File: src/rtl/rtc_poll_ctrl.sv
// rtc_poll_ctrl: periodically reads the RTC timekeeping registers through a byte-level I2C master.
// Each poll writes register pointer 0x00, then burst-reads NUM_REGS bytes and publishes them atomically.
module rtc_poll_ctrl #(
    parameter logic [6:0] SLAVE_ADDR  = 7'h68,
    parameter int         POLL_CYCLES = 50_000_000,
    parameter int         NUM_REGS    = 7,
    parameter int         MAX_RETRY   = 3
) (
    input  logic                    sys_clk,
    input  logic                    sys_rst_n,
    input  logic                    enable,
    input  logic                    poll_now,
    output logic                    cmd_valid,
    input  logic                    cmd_ready,
    output logic [1:0]              cmd_op,
    output logic [7:0]              cmd_wdata,
    output logic                    cmd_rd_nack,
    input  logic                    rsp_valid,
    input  logic [7:0]              rsp_rdata,
    input  logic                    rsp_ack_err,
    output logic [8*NUM_REGS-1:0]   time_data,
    output logic                    time_valid,
    output logic                    busy,
    output logic                    error
);

    localparam int TIMER_W = $clog2(POLL_CYCLES);
    localparam int RETRY_W = $clog2(MAX_RETRY + 1);

    localparam logic [TIMER_W-1:0] TIMER_LAST = TIMER_W'(POLL_CYCLES - 1);
    localparam logic [RETRY_W-1:0] RETRY_LAST = RETRY_W'(MAX_RETRY - 1);
    localparam logic [3:0]         LAST_READ  = 4'(4 + NUM_REGS);
    localparam logic [3:0]         STOP_STEP  = 4'(5 + NUM_REGS);

    typedef enum logic [1:0] {
        OP_START = 2'b00,
        OP_WRITE = 2'b01,
        OP_READ  = 2'b10,
        OP_STOP  = 2'b11
    } op_t;

    typedef enum logic [2:0] {
        ST_IDLE,
        ST_ISSUE,
        ST_WAIT_RSP,
        ST_ABORT,
        ST_ABORT_WAIT,
        ST_DONE,
        ST_FAIL
    } state_t;

    state_t                 state;
    state_t                 state_next;
    logic [3:0]             step;
    logic [RETRY_W-1:0]     retry;
    logic [TIMER_W-1:0]     timer;
    logic                   pending;
    logic [8*NUM_REGS-1:0]  shadow;

    op_t                    step_op;
    logic [7:0]             step_wdata;
    logic                   step_nack;
    logic                   timer_wrap;
    logic                   start_req;
    logic                   retry_exhausted;

    assign timer_wrap      = enable && (state == ST_IDLE) && (timer == TIMER_LAST);
    assign start_req       = poll_now || pending || timer_wrap;
    assign retry_exhausted = (retry >= RETRY_LAST);

    // Steps 5..4+NUM_REGS are reads; the final step is the STOP.
    always_comb begin
        step_op    = OP_READ;
        step_wdata = 8'h00;
        step_nack  = 1'b0;
        case (step)
            4'd0, 4'd3: step_op = OP_START;
            4'd1: begin
                step_op    = OP_WRITE;
                step_wdata = {SLAVE_ADDR, 1'b0};
            end
            4'd2: step_op = OP_WRITE;
            4'd4: begin
                step_op    = OP_WRITE;
                step_wdata = {SLAVE_ADDR, 1'b1};
            end
            default: begin
                if (step == STOP_STEP) begin
                    step_op = OP_STOP;
                end
                step_nack = (step == LAST_READ);
            end
        endcase
    end

    always_ff @(posedge sys_clk) begin
        if (!sys_rst_n) begin
            state <= ST_IDLE;
        end else begin
            state <= state_next;
        end
    end

    always_comb begin
        state_next  = state;
        cmd_valid   = 1'b0;
        cmd_op      = OP_START;
        cmd_wdata   = 8'h00;
        cmd_rd_nack = 1'b0;
        case (state)
            ST_IDLE: begin
                if (start_req) begin
                    state_next = ST_ISSUE;
                end
            end
            ST_ISSUE: begin
                cmd_valid   = 1'b1;
                cmd_op      = step_op;
                cmd_wdata   = step_wdata;
                cmd_rd_nack = step_nack;
                if (cmd_ready) begin
                    state_next = ST_WAIT_RSP;
                end
            end
            ST_WAIT_RSP: begin
                if (rsp_valid) begin
                    if (step_op == OP_WRITE && rsp_ack_err) begin
                        state_next = ST_ABORT;
                    end else if (step_op == OP_STOP) begin
                        state_next = ST_DONE;
                    end else begin
                        state_next = ST_ISSUE;
                    end
                end
            end
            ST_ABORT: begin
                cmd_valid = 1'b1;
                cmd_op    = OP_STOP;
                if (cmd_ready) begin
                    state_next = ST_ABORT_WAIT;
                end
            end
            ST_ABORT_WAIT: begin
                if (rsp_valid) begin
                    state_next = retry_exhausted ? ST_FAIL : ST_ISSUE;
                end
            end
            ST_DONE, ST_FAIL: state_next = ST_IDLE;
            default: state_next = ST_IDLE;
        endcase
    end

    // Snapshot bytes land in the shadow first so time_data only ever changes as a whole.
    always_ff @(posedge sys_clk) begin
        if (!sys_rst_n) begin
            step       <= 4'd0;
            retry      <= '0;
            timer      <= '0;
            pending    <= 1'b0;
            shadow     <= '0;
            time_data  <= '0;
            time_valid <= 1'b0;
            busy       <= 1'b0;
            error      <= 1'b0;
        end else begin
            time_valid <= 1'b0;

            if (!enable) begin
                timer <= '0;
            end else if (state == ST_IDLE) begin
                timer <= timer_wrap ? '0 : timer + TIMER_W'(1);
            end

            if (state != ST_IDLE && poll_now) begin
                pending <= 1'b1;
            end

            case (state)
                ST_IDLE: begin
                    if (start_req) begin
                        busy    <= 1'b1;
                        retry   <= '0;
                        step    <= 4'd0;
                        pending <= 1'b0;
                    end
                end
                ST_WAIT_RSP: begin
                    if (rsp_valid) begin
                        if (step_op == OP_READ) begin
                            for (int i = 0; i < NUM_REGS; i++) begin
                                if (step == 4'(5 + i)) begin
                                    shadow[8*i +: 8] <= rsp_rdata;
                                end
                            end
                        end
                        if (!(step_op == OP_WRITE && rsp_ack_err) && step_op != OP_STOP) begin
                            step <= step + 4'd1;
                        end
                    end
                end
                ST_ABORT_WAIT: begin
                    if (rsp_valid) begin
                        retry <= retry + RETRY_W'(1);
                        step  <= 4'd0;
                    end
                end
                ST_DONE: begin
                    time_data  <= shadow;
                    time_valid <= 1'b1;
                    error      <= 1'b0;
                    busy       <= 1'b0;
                end
                ST_FAIL: begin
                    error <= 1'b1;
                    busy  <= 1'b0;
                end
                default: ;
            endcase
        end
    end

endmodule

File: config.mk
export PLATFORM = sky130hd
export DESIGN_NAME = rtc_poll_ctrl
export DESIGN_NICKNAME = d
export VERILOG_FILES = /design/src/rtl/rtc_poll_ctrl.sv
export SDC_FILE = /design/constraint.sdc
export NUM_CORES = 1
export LEC_CHECK = 0
export CORE_MARGIN = 4
export CORE_UTILIZATION = 50
export DETAILED_ROUTE_END_ITERATION = 6
export PLACE_DENSITY_LB_ADDON = 0.1
export SYNTH_ARGS = -nofsm -noshare
export SYNTH_HDL_FRONTEND = slang
export SYNTH_SLANG_ARGS = --single-unit
File: constraint.sdc
create_clock -name sys_clk -period 4.46 [get_ports sys_clk]
set_clock_uncertainty 0.2 [all_clocks]
set_input_delay 0.892 -clock sys_clk [delete_from_list [all_inputs] [get_ports sys_clk]]
set_output_delay 0.892 -clock sys_clk [all_outputs]
set_load 0.005 [all_outputs]
==> results by stage, run 1 <==
Yosys:
- Ranked by total cell area, the synthesized netlist is headed by sky130_fd_sc_hd__dfxtp_1 (50%), sky130_fd_sc_hd__nand2_1 (12%), sky130_fd_sc_hd__a21oi_1 (9.4%).
- In this run, distinct cell masters in the synthesized netlist total 48.
- The flop and latch count out of synthesis is approximately 150.
- Summing the areas of all compound-gate instances in the mapped netlist gives between 10 and 15% of the synthesized area.
- Of all flip-flops after synthesis, the portion carrying an async set or reset was 0%.
- Of the total synthesized cell area, the portion taken by AND, OR, NAND and NOR gates is a little over a quarter.
- In this run the cell area of the synthesized design comes to just over 6000 µm².
- The main combinational cell family by area after synthesis is simple AND/OR/NAND/NOR gates.
- Counting every instance in the synthesized netlist gives between 700 and 800.
- Summing the areas of all xor and xnor instances in the mapped netlist gives approximately 3.7% of the synthesized area.
- The number of flops mapped to enable cells by yosys is 0.
- After synthesis, the most frequently instantiated cells are sky130_fd_sc_hd__nand2_1 (189), sky130_fd_sc_hd__dfxtp_1 (151), sky130_fd_sc_hd__a21oi_1 (114), sky130_fd_sc_hd__nand3_1 (62), sky130_fd_sc_hd__nor2_1 (51).
- The fraction of synthesized cell area taken by the top area cell type is 49.65%.
- After Yosys synthesis, full adders, half adders and majority gates account for around 1.2% of the synthesized area.
- The dominant cell by count in the synthesized netlist is sky130_fd_sc_hd__nand2_1.
- The average size of a mapped cell is ~8.0 µm².
- The portion of synthesized area spent on multiplexers is under 10%.
- The most used flip-flop cell after synthesis is sky130_fd_sc_hd__dfxtp_1.
- The cell type with the highest aggregate area in the netlist is sky130_fd_sc_hd__dfxtp_1.
- The proportion of synthesized chip area in sequential cells is 49.65%.
- For this run, the number of Yosys warnings is 0.

Route:
- The pre-antenna-repair detailed-routing pass consisted of 5 iterations.
- The detailed router put a total of between 6000 and 7000 µm of wire on met1.
- The number of DRC violations after detailed routing is 0.
- The total detailed-routing wirelength is ~14,000 µm.
- In this run the remaining antenna-violating nets after routing total 0.
- The first routing iteration left between 300 and 400 violations.
- Routed signal wires occupy layers up through met4.
- The routed length per placed instance is ~15 µm.
- The total length of routed met3 wires is around 620 µm.
- After detailed routing, the met2 layer carries a little over 7000 µm of wire.
- The vias after detailed routing is 5,244.
- The vias per cell is 5.390.

CTS:
- The clock root buffer is sky130_fd_sc_hd__clkbuf_16.
- The clock-pin slew on the worst setup and hold paths is about 0.060 ns.
- In this run the deepest clock path goes through 2 buffers.
- In this run, CTS created clock tree buffers numbering 17.
- At the later pin of the worst-skew pair, clock insertion delay measures 0.42 ns.
- The number of buffers added for setup after CTS is 0.
- The level count of the clock H-tree is 4.
- The TritonCTS clock tree is built.
- The post-cts sizing count is 0.
- The quantity of hold-fixing buffers added after cts is 0.
- The count of clock tree sinks is around 150.

Floorplanning:
- The horizontal die dimension is between 100 and 150 µm.
- The die boundary height is 118.3 µm.
- For this configuration, the core starts out at a cell density of about 50%.
- The die covers around 14,000 µm².
- The standard cell core area is roughly 12,000 µm².
- Pin placement for this block handled 86 I/O pins.
- The total number of placement rows is 40.

Pwr:
- Summed over all cells, the static leakage comes to around 2.4 nW.
- Across the VDD grid, the largest voltage drop is between 200 and 300 µV.
- The power density relative to cell area is between 300 and 400 nW/µm².

Min path:
- The path class of the tightest hold or removal check is reg -> reg.
- The worst hold path was traced through 2 stages.

Critical path:
- The critical path startpoint category is a flip-flop.
- The critical path is of the reg -> out type.
- The data required time of the critical path is ~3.4 ns.
- The largest fanout on the critical path is 21.
- The path depth of the worst reg2reg path is 5.
- STA classifies the critical path endpoint as an output pin.
- The worst endpoint data arrival time is approximately 3 ns.

Placement:
- The congestion estimate from routability-driven global placement came to 0.8148.
- The count of buffers added on input and output ports is 81.
- The half-perimeter wire length of the detailed placement result is approximately 9400 µm.

STA:
- After layout, the minimum clock period comes to 4.165 ns.
- Setup violations remaining at the end of the flow were counted as 0.
- The number of pins exceeding their max-slew limit in the final report is 0.
- Setup repair after global routing left no endpoint under its margin.
- Across all hold checks on the routed design, the worst slack comes to ~0.25 ns.
- The sum of negative setup slack is 0 ns.
- The worst path uses 93.39% of the clock period.
- The maximum frequency from static timing analysis is ~240 MHz.
- Headroom to the max-slew limit came out at between 10% and 20%.
- The count of final hold-check violations was 0.
- At the pin with the least slew margin, the transition time is 1.219 ns.

Global route:
- The initial antenna violation count is 0.
- The first global-routing pass estimated 24,200 µm of wire.
- The global-route usage over all layers is between 20% and 30%.
- The pin count of the biggest net entering global routing is roughly 120.
- The total congestion overflow after global routing is 0.
- The number of global-route vias before repair was between 5k and 6k.

Finish:
- The signed area change from the synthesized netlist to the final layout is 23.18%.
- The fraction of layout instances using a drive strength above 1 is approximately 5.7%.
- The antenna diode count is 0.
- The final net count is between 800 and 900.
- For this run, the share of the core covered by cells in the final layout is between 60% and 70%.
- Counting the fill cells in the layout gives 1,094.

Job:
- The max-capacitance violation count is 0.

Run status:
- The flow ran to the end, and the final reports show no timing, DRC or antenna violations.
[kinds of logic (layout without fill, tap and decap cells)]
kind of cell / Yosys count / after routing
adder cells (fa/ha/maj): 6 / 6
other: 1 / 4
flip-flops: 151 / 151
AO/OA/AOI/OAI: 140 / 140
XOR/XNOR: 26 / 26
AND/OR/NAND/NOR: 360 / 360
multiplexers: 11 / 11
buffers and inverters: 66 / 128
[layout make-up]
cell class / count / area [µm²] / share of cell area (%)
clock buffers: 24 / 511.7 / 6.823
clock inverters: 8 / 92.59 / 1.235
inverters: 12 / 46.29 / 0.6173
multi-input cells: 547 / 2796 / 37.29
flip-flops and latches: 151 / 3023 / 40.31
well taps: 147 / 183.9 / 2.452
repair buffers: 84 / 845.8 / 11.28
[sequential cells by signal, indices dropped and copies added, names as in the netlist]
register	flops
busy	1
error	1
pending	1
retry	2
shadow	56
state	3
step	4
time_data	56
time_valid	1
timer	26
[per-stage QoR]
| step | cells | setup slack (ns) | power, mW | instance area, µm² |
|---|---|---|---|---|
| final | 973 | 0.2948 | 2.964 | 7500 |
| after global routing | 973 | 0.1297 | 3.071 | 7500 |
| after CTS | 973 | 0.2830 | 2.990 | 7500 |
| after detailed placement | 941 | 0.7558 | 1.554 | 6895 |
| after global placement | 941 | 0.8426 | 1.550 | 6895 |
| after floorplan | 764 | 1.512 | 1.497 | 6100 |
[worst max-delay path, cell delays in order, from the launching register on]
cell	delay (ns)
sky130_fd_sc_hd__dfxtp_1	0.38
sky130_fd_sc_hd__inv_1	0.12
sky130_fd_sc_hd__ha_1	0.66
sky130_fd_sc_hd__nand2_1	0.12
sky130_fd_sc_hd__a2111oi_0	0.73
sky130_fd_sc_hd__clkdlybuf4s50_1	0.64
[worst paths after layout]
path / startpoint / to / slack (ns)
max: step[1] / cmd_wdata[4] / 0.29
min: time_data[34] / time_data[34] / 0.25
max reg2reg: state[1] / timer[3] / 1.44
min reg2reg: time_data[34] / time_data[34] / 0.25
[placed cells by master, fill, tap and decap left out, types with 4 or more instances in the layout]
master	Yosys	final
sky130_fd_sc_hd__nor2_1	51	49
sky130_fd_sc_hd__nand2_1	189	189
sky130_fd_sc_hd__or2_2	4	4
sky130_fd_sc_hd__a21oi_1	114	114
sky130_fd_sc_hd__clkinv_2	0	6
sky130_fd_sc_hd__clkdlybuf4s50_1	0	81
sky130_fd_sc_hd__mux2i_1	11	11
sky130_fd_sc_hd__or3_1	4	4
sky130_fd_sc_hd__inv_1	12	11
sky130_fd_sc_hd__xor2_1	4	4
sky130_fd_sc_hd__conb_1	1	4
sky130_fd_sc_hd__o21ai_0	8	8
sky130_fd_sc_hd__clkbuf_16	0	17
sky130_fd_sc_hd__nor3_1	9	9
sky130_fd_sc_hd__a31oi_1	4	4
sky130_fd_sc_hd__clkbuf_8	0	6
sky130_fd_sc_hd__dfxtp_1	151	151
sky130_fd_sc_hd__xnor2_1	22	22
sky130_fd_sc_hd__nor4_1	12	12
sky130_fd_sc_hd__nand4_1	10	10
sky130_fd_sc_hd__ha_1	6	6
sky130_fd_sc_hd__nand3_1	62	62
[routing by layer]
| metal | GRT usage, % | vias to the layer above |
|---|---|---|
| met5 | 0 | - |
| met4 | 8.205 | 0 |
| met3 | 4.450 | 18 |
| met2 | 36.48 | 113 |
| met1 | 25.41 | 2446 |
| li1 | - | 2667 |
[power breakdown]
part	leakage (nW)	switching (mW)	internal, mW
clock network	0.302	0.531	0.908
registers	1.22	0.0184	1.36
logic	0.905	0.0956	0.0539
total	2.42	0.645	2.32
Note: power is estimated with default switching activity, not from simulation.
==> run 2: changes to the inputs <==
--- a/config.mk
+++ b/config.mk
@@ -6,7 +6,7 @@
 export NUM_CORES = 1
 export LEC_CHECK = 0
 export CORE_MARGIN = 4
-export CORE_UTILIZATION = 50
+export CORE_UTILIZATION = 30
 export DETAILED_ROUTE_END_ITERATION = 6
 export PLACE_DENSITY_LB_ADDON = 0.1
 export SYNTH_ARGS = -nofsm -noshare
==> results by stage, run 2 (synthesized netlist as in run 1, its figures left out) <==
Global route:
- The number of global-route vias before repair was 5,168 (+2.5%).
- The initial antenna violation count is 0 (unchanged).
- The global-route usage over all layers is 14.83% (-6.2 points).
- The pin count of the biggest net entering global routing is 88 (-26%).
- The global-route wire length before repair is 26,590 µm (+9.9%).
- The total congestion overflow after global routing is 0 (unchanged).

STA:
- The post-route fraction of the period consumed by the critical path is 92.93% (-0.46 points).
- The transition time at the pin with the least slew margin is 1.063 ns (-0.1559 ns).
- The worst hold margin came to 0.2536 ns (+0.002356 ns).
- The sum of negative setup slack came to 0 ns (unchanged).
- The maximum frequency from static timing analysis is 241.3 MHz (+0.50%).
- The count of final setup violators is 0 (unchanged).
- The post-layout minimum cycle time is 4.145 ns (-0.02054 ns).
- The number of pins exceeding their max-slew limit in the final report is 0 (unchanged).
- The count of final hold-check violations is 0 (unchanged).
- The worst slew slack as a fraction of its limit is 29.14% (+11 points).
- Setup repair after global routing left no endpoint under its margin.

Finish:
- The largest registers in the layout are shadow x56, time_data x56, timer x26.
- The antenna diode count is 0 (unchanged).
- The area of combinational cells with multiple inputs was 2796 µm² (unchanged).
- The final net count is 838 (+0.48%).
- Relative to the synthesized area, the layout overhead comes to 25.34%.
- Leaving out fill and tap cells, the most frequent cells in the layout are sky130_fd_sc_hd__nand2_1 (189), sky130_fd_sc_hd__dfxtp_1 (151), sky130_fd_sc_hd__a21oi_1 (114).
- The sequential cell area is 3023 µm² (unchanged).
- The commonest non-fill, non-tap cell in the layout is sky130_fd_sc_hd__nand2_1.
- The final-layout fill cell count is 2,008 (+84%).
- The fraction of layout instances using a drive strength above 1 is 6.145% (+0.45 points).

Pwr:
- The total leakage power is 2.419 nW (-0.20%).
- The maximum vdd drop is 273.7 µV (about the same).
- The power density relative to cell area is 379.7 nW/µm² (-3.9%).

Critical path:
- The path depth of the worst reg2reg path is 5 (unchanged).
- The worst setup path is captured at an output pin.
- The critical path startpoint category is a flip-flop.
- The worst endpoint data arrival time is 3.05 ns (-0.02 ns).
- The critical path class is reg -> out.
- The data required time of the critical path is 3.37 ns (about the same).
- The largest fanout on the critical path came to 15 (-29%).

CTS:
- The TritonCTS clock tree is built.
- The number of CTS-inserted buffers was 17 (unchanged).
- The quantity of hold-fixing buffers added after cts is 0 (unchanged).
- The clock latency on the worst-skew pair came to 0.43 ns (about the same).
- The worst-case clock buffer depth came to 2 (unchanged).
- The count of clock tree sinks is 151 (unchanged).
- The level count of the clock H-tree is 4 (unchanged).
- The clock root buffer is sky130_fd_sc_hd__clkbuf_16.
- The number of buffers added for setup after CTS is 0 (unchanged).
- The clock-pin slew on the worst setup and hold paths came to 0.06 ns (about the same).
- The post-cts sizing count is 0 (unchanged).

Placement:
- The final estimated routing congestion in global placement is 0.8068 (-0.98%).
- The half-perimeter wire length of the detailed placement result is 10,860 µm (+16%).
- The quantity of I/O buffers inserted on ports is 81 (unchanged).

Floorplanning:
- The starting density of the core is 30.88% (-20 points).
- The die boundary height came to 150.5 µm (+27%).
- The total die area came to 22,640 µm² (+62%).
- The standard cell core area is 19,720 µm² (+65%).
- The number of top-level pins is 86 (unchanged).
- The total number of placement rows was 51 (+28%).
- The horizontal die dimension was 150.5 µm (+27%).

Run status:
- The flow ran to the end, and the final reports show no timing, DRC or antenna violations.

Job:
- The max-capacitance violation count is 0 (unchanged).

Min path:
- The min-delay analysis places its worst path in the category reg -> reg.
- The worst hold path cell count is 2 (unchanged).

Route:
- The total detailed-routing wirelength was 16,230 µm (+14%).
- The vias after detailed routing is 5,263 (+0.36%).
- The DRC violation total after the first TritonRoute iteration is 242 (-32%).
- The number of DRC violations after detailed routing is 0 (unchanged).
- The routed length per placed instance is 14.82 µm (+0.98%).
- The number of nets with antenna violations after routing is 0 (unchanged).
- The vias per cell is 4.806 (-11%).
- The number of detailed-routing iterations run before antenna repair is 5 (unchanged).
## run 2: path summary, 6_finish.rpt
path                                     from       endpoint  slack, ns
worst max register to register       state[1]      timer[13]       1.44
worst min-delay path            time_data[18]  time_data[18]       0.25
worst max-delay path                  step[1]   cmd_wdata[4]       0.32
worst min register to register  time_data[18]  time_data[18]       0.25
## run 2: critical path, stage by stage (launching register included)
cell                              delay, ns
sky130_fd_sc_hd__dfxtp_1               0.38
sky130_fd_sc_hd__inv_1                 0.11
sky130_fd_sc_hd__ha_1                  0.53
sky130_fd_sc_hd__nand2_1               0.18
sky130_fd_sc_hd__a2111oi_0             0.78
sky130_fd_sc_hd__clkdlybuf4s50_1       0.65
## run 2: through the flow
step | instance area (µm²) | instances | setup slack, ns | power, mW | util (%)
final | 7631 | 1095 | 0.3154 | 2.897 | 38.70
after global routing | 7631 | 1095 | 0.01389 | 3.011 | 38.70
after CTS | 7631 | 1095 | 0.2314 | 2.929 | 38.70
after detailed placement | 7073 | 1063 | 0.7259 | 1.560 | 35.87
after global placement | 7073 | 1063 | 0.9031 | 1.560 | 35.87
after floorplan | 6100 | 764 | 1.512 | 1.497 | -
## run 2: per-layer routing
layer / wire [µm] / up-vias / global-route usage (%) / part of all wire [%]
li1: - / 2685 / - / -
met1: 7597 / 2448 / 19.25 / 47
met2: 7640 / 110 / 24.31 / 47
met3: 754 / 20 / 3.823 / 4.6
met4: 232 / 0 / 4.392 / 1.4
met5: 0 / - / 0 / 0
## run 2: area by class of cell
type / count / area share [%]
Clock buffer: 20 / 5.985
Clock inverter: 12 / 1.328
Inverter: 12 / 0.6067
Multi-Input combinational cell: 547 / 36.65
Sequential cell: 151 / 39.61
Tap cell: 265 / 4.345
Timing Repair Buffer: 88 / 11.48
## run 2: power breakdown
| part | leakage (nW) | internal [mW] | switching (mW) | total, mW |
|---|---|---|---|---|
| Combinational | 0.926 | 0.0550 | 0.0994 | 0.154 |
| Clock | 0.276 | 0.793 | 0.574 | 1.37 |
| Sequential | 1.22 | 1.36 | 0.0183 | 1.38 |
| Total | 2.42 | 2.21 | 0.692 | 2.90 |
==> run 3: changes to the inputs <==
--- a/config.mk
+++ b/config.mk
@@ -9,6 +9,7 @@
 export CORE_UTILIZATION = 30
 export DETAILED_ROUTE_END_ITERATION = 6
 export PLACE_DENSITY_LB_ADDON = 0.1
+export SKIP_LAST_GASP = 1
 export SYNTH_ARGS = -nofsm -noshare
 export SYNTH_HDL_FRONTEND = slang
 export SYNTH_SLANG_ARGS = --single-unit
==> results of run 3 <==
No change in the layout: final DEF, timing and power equal those of run 2.
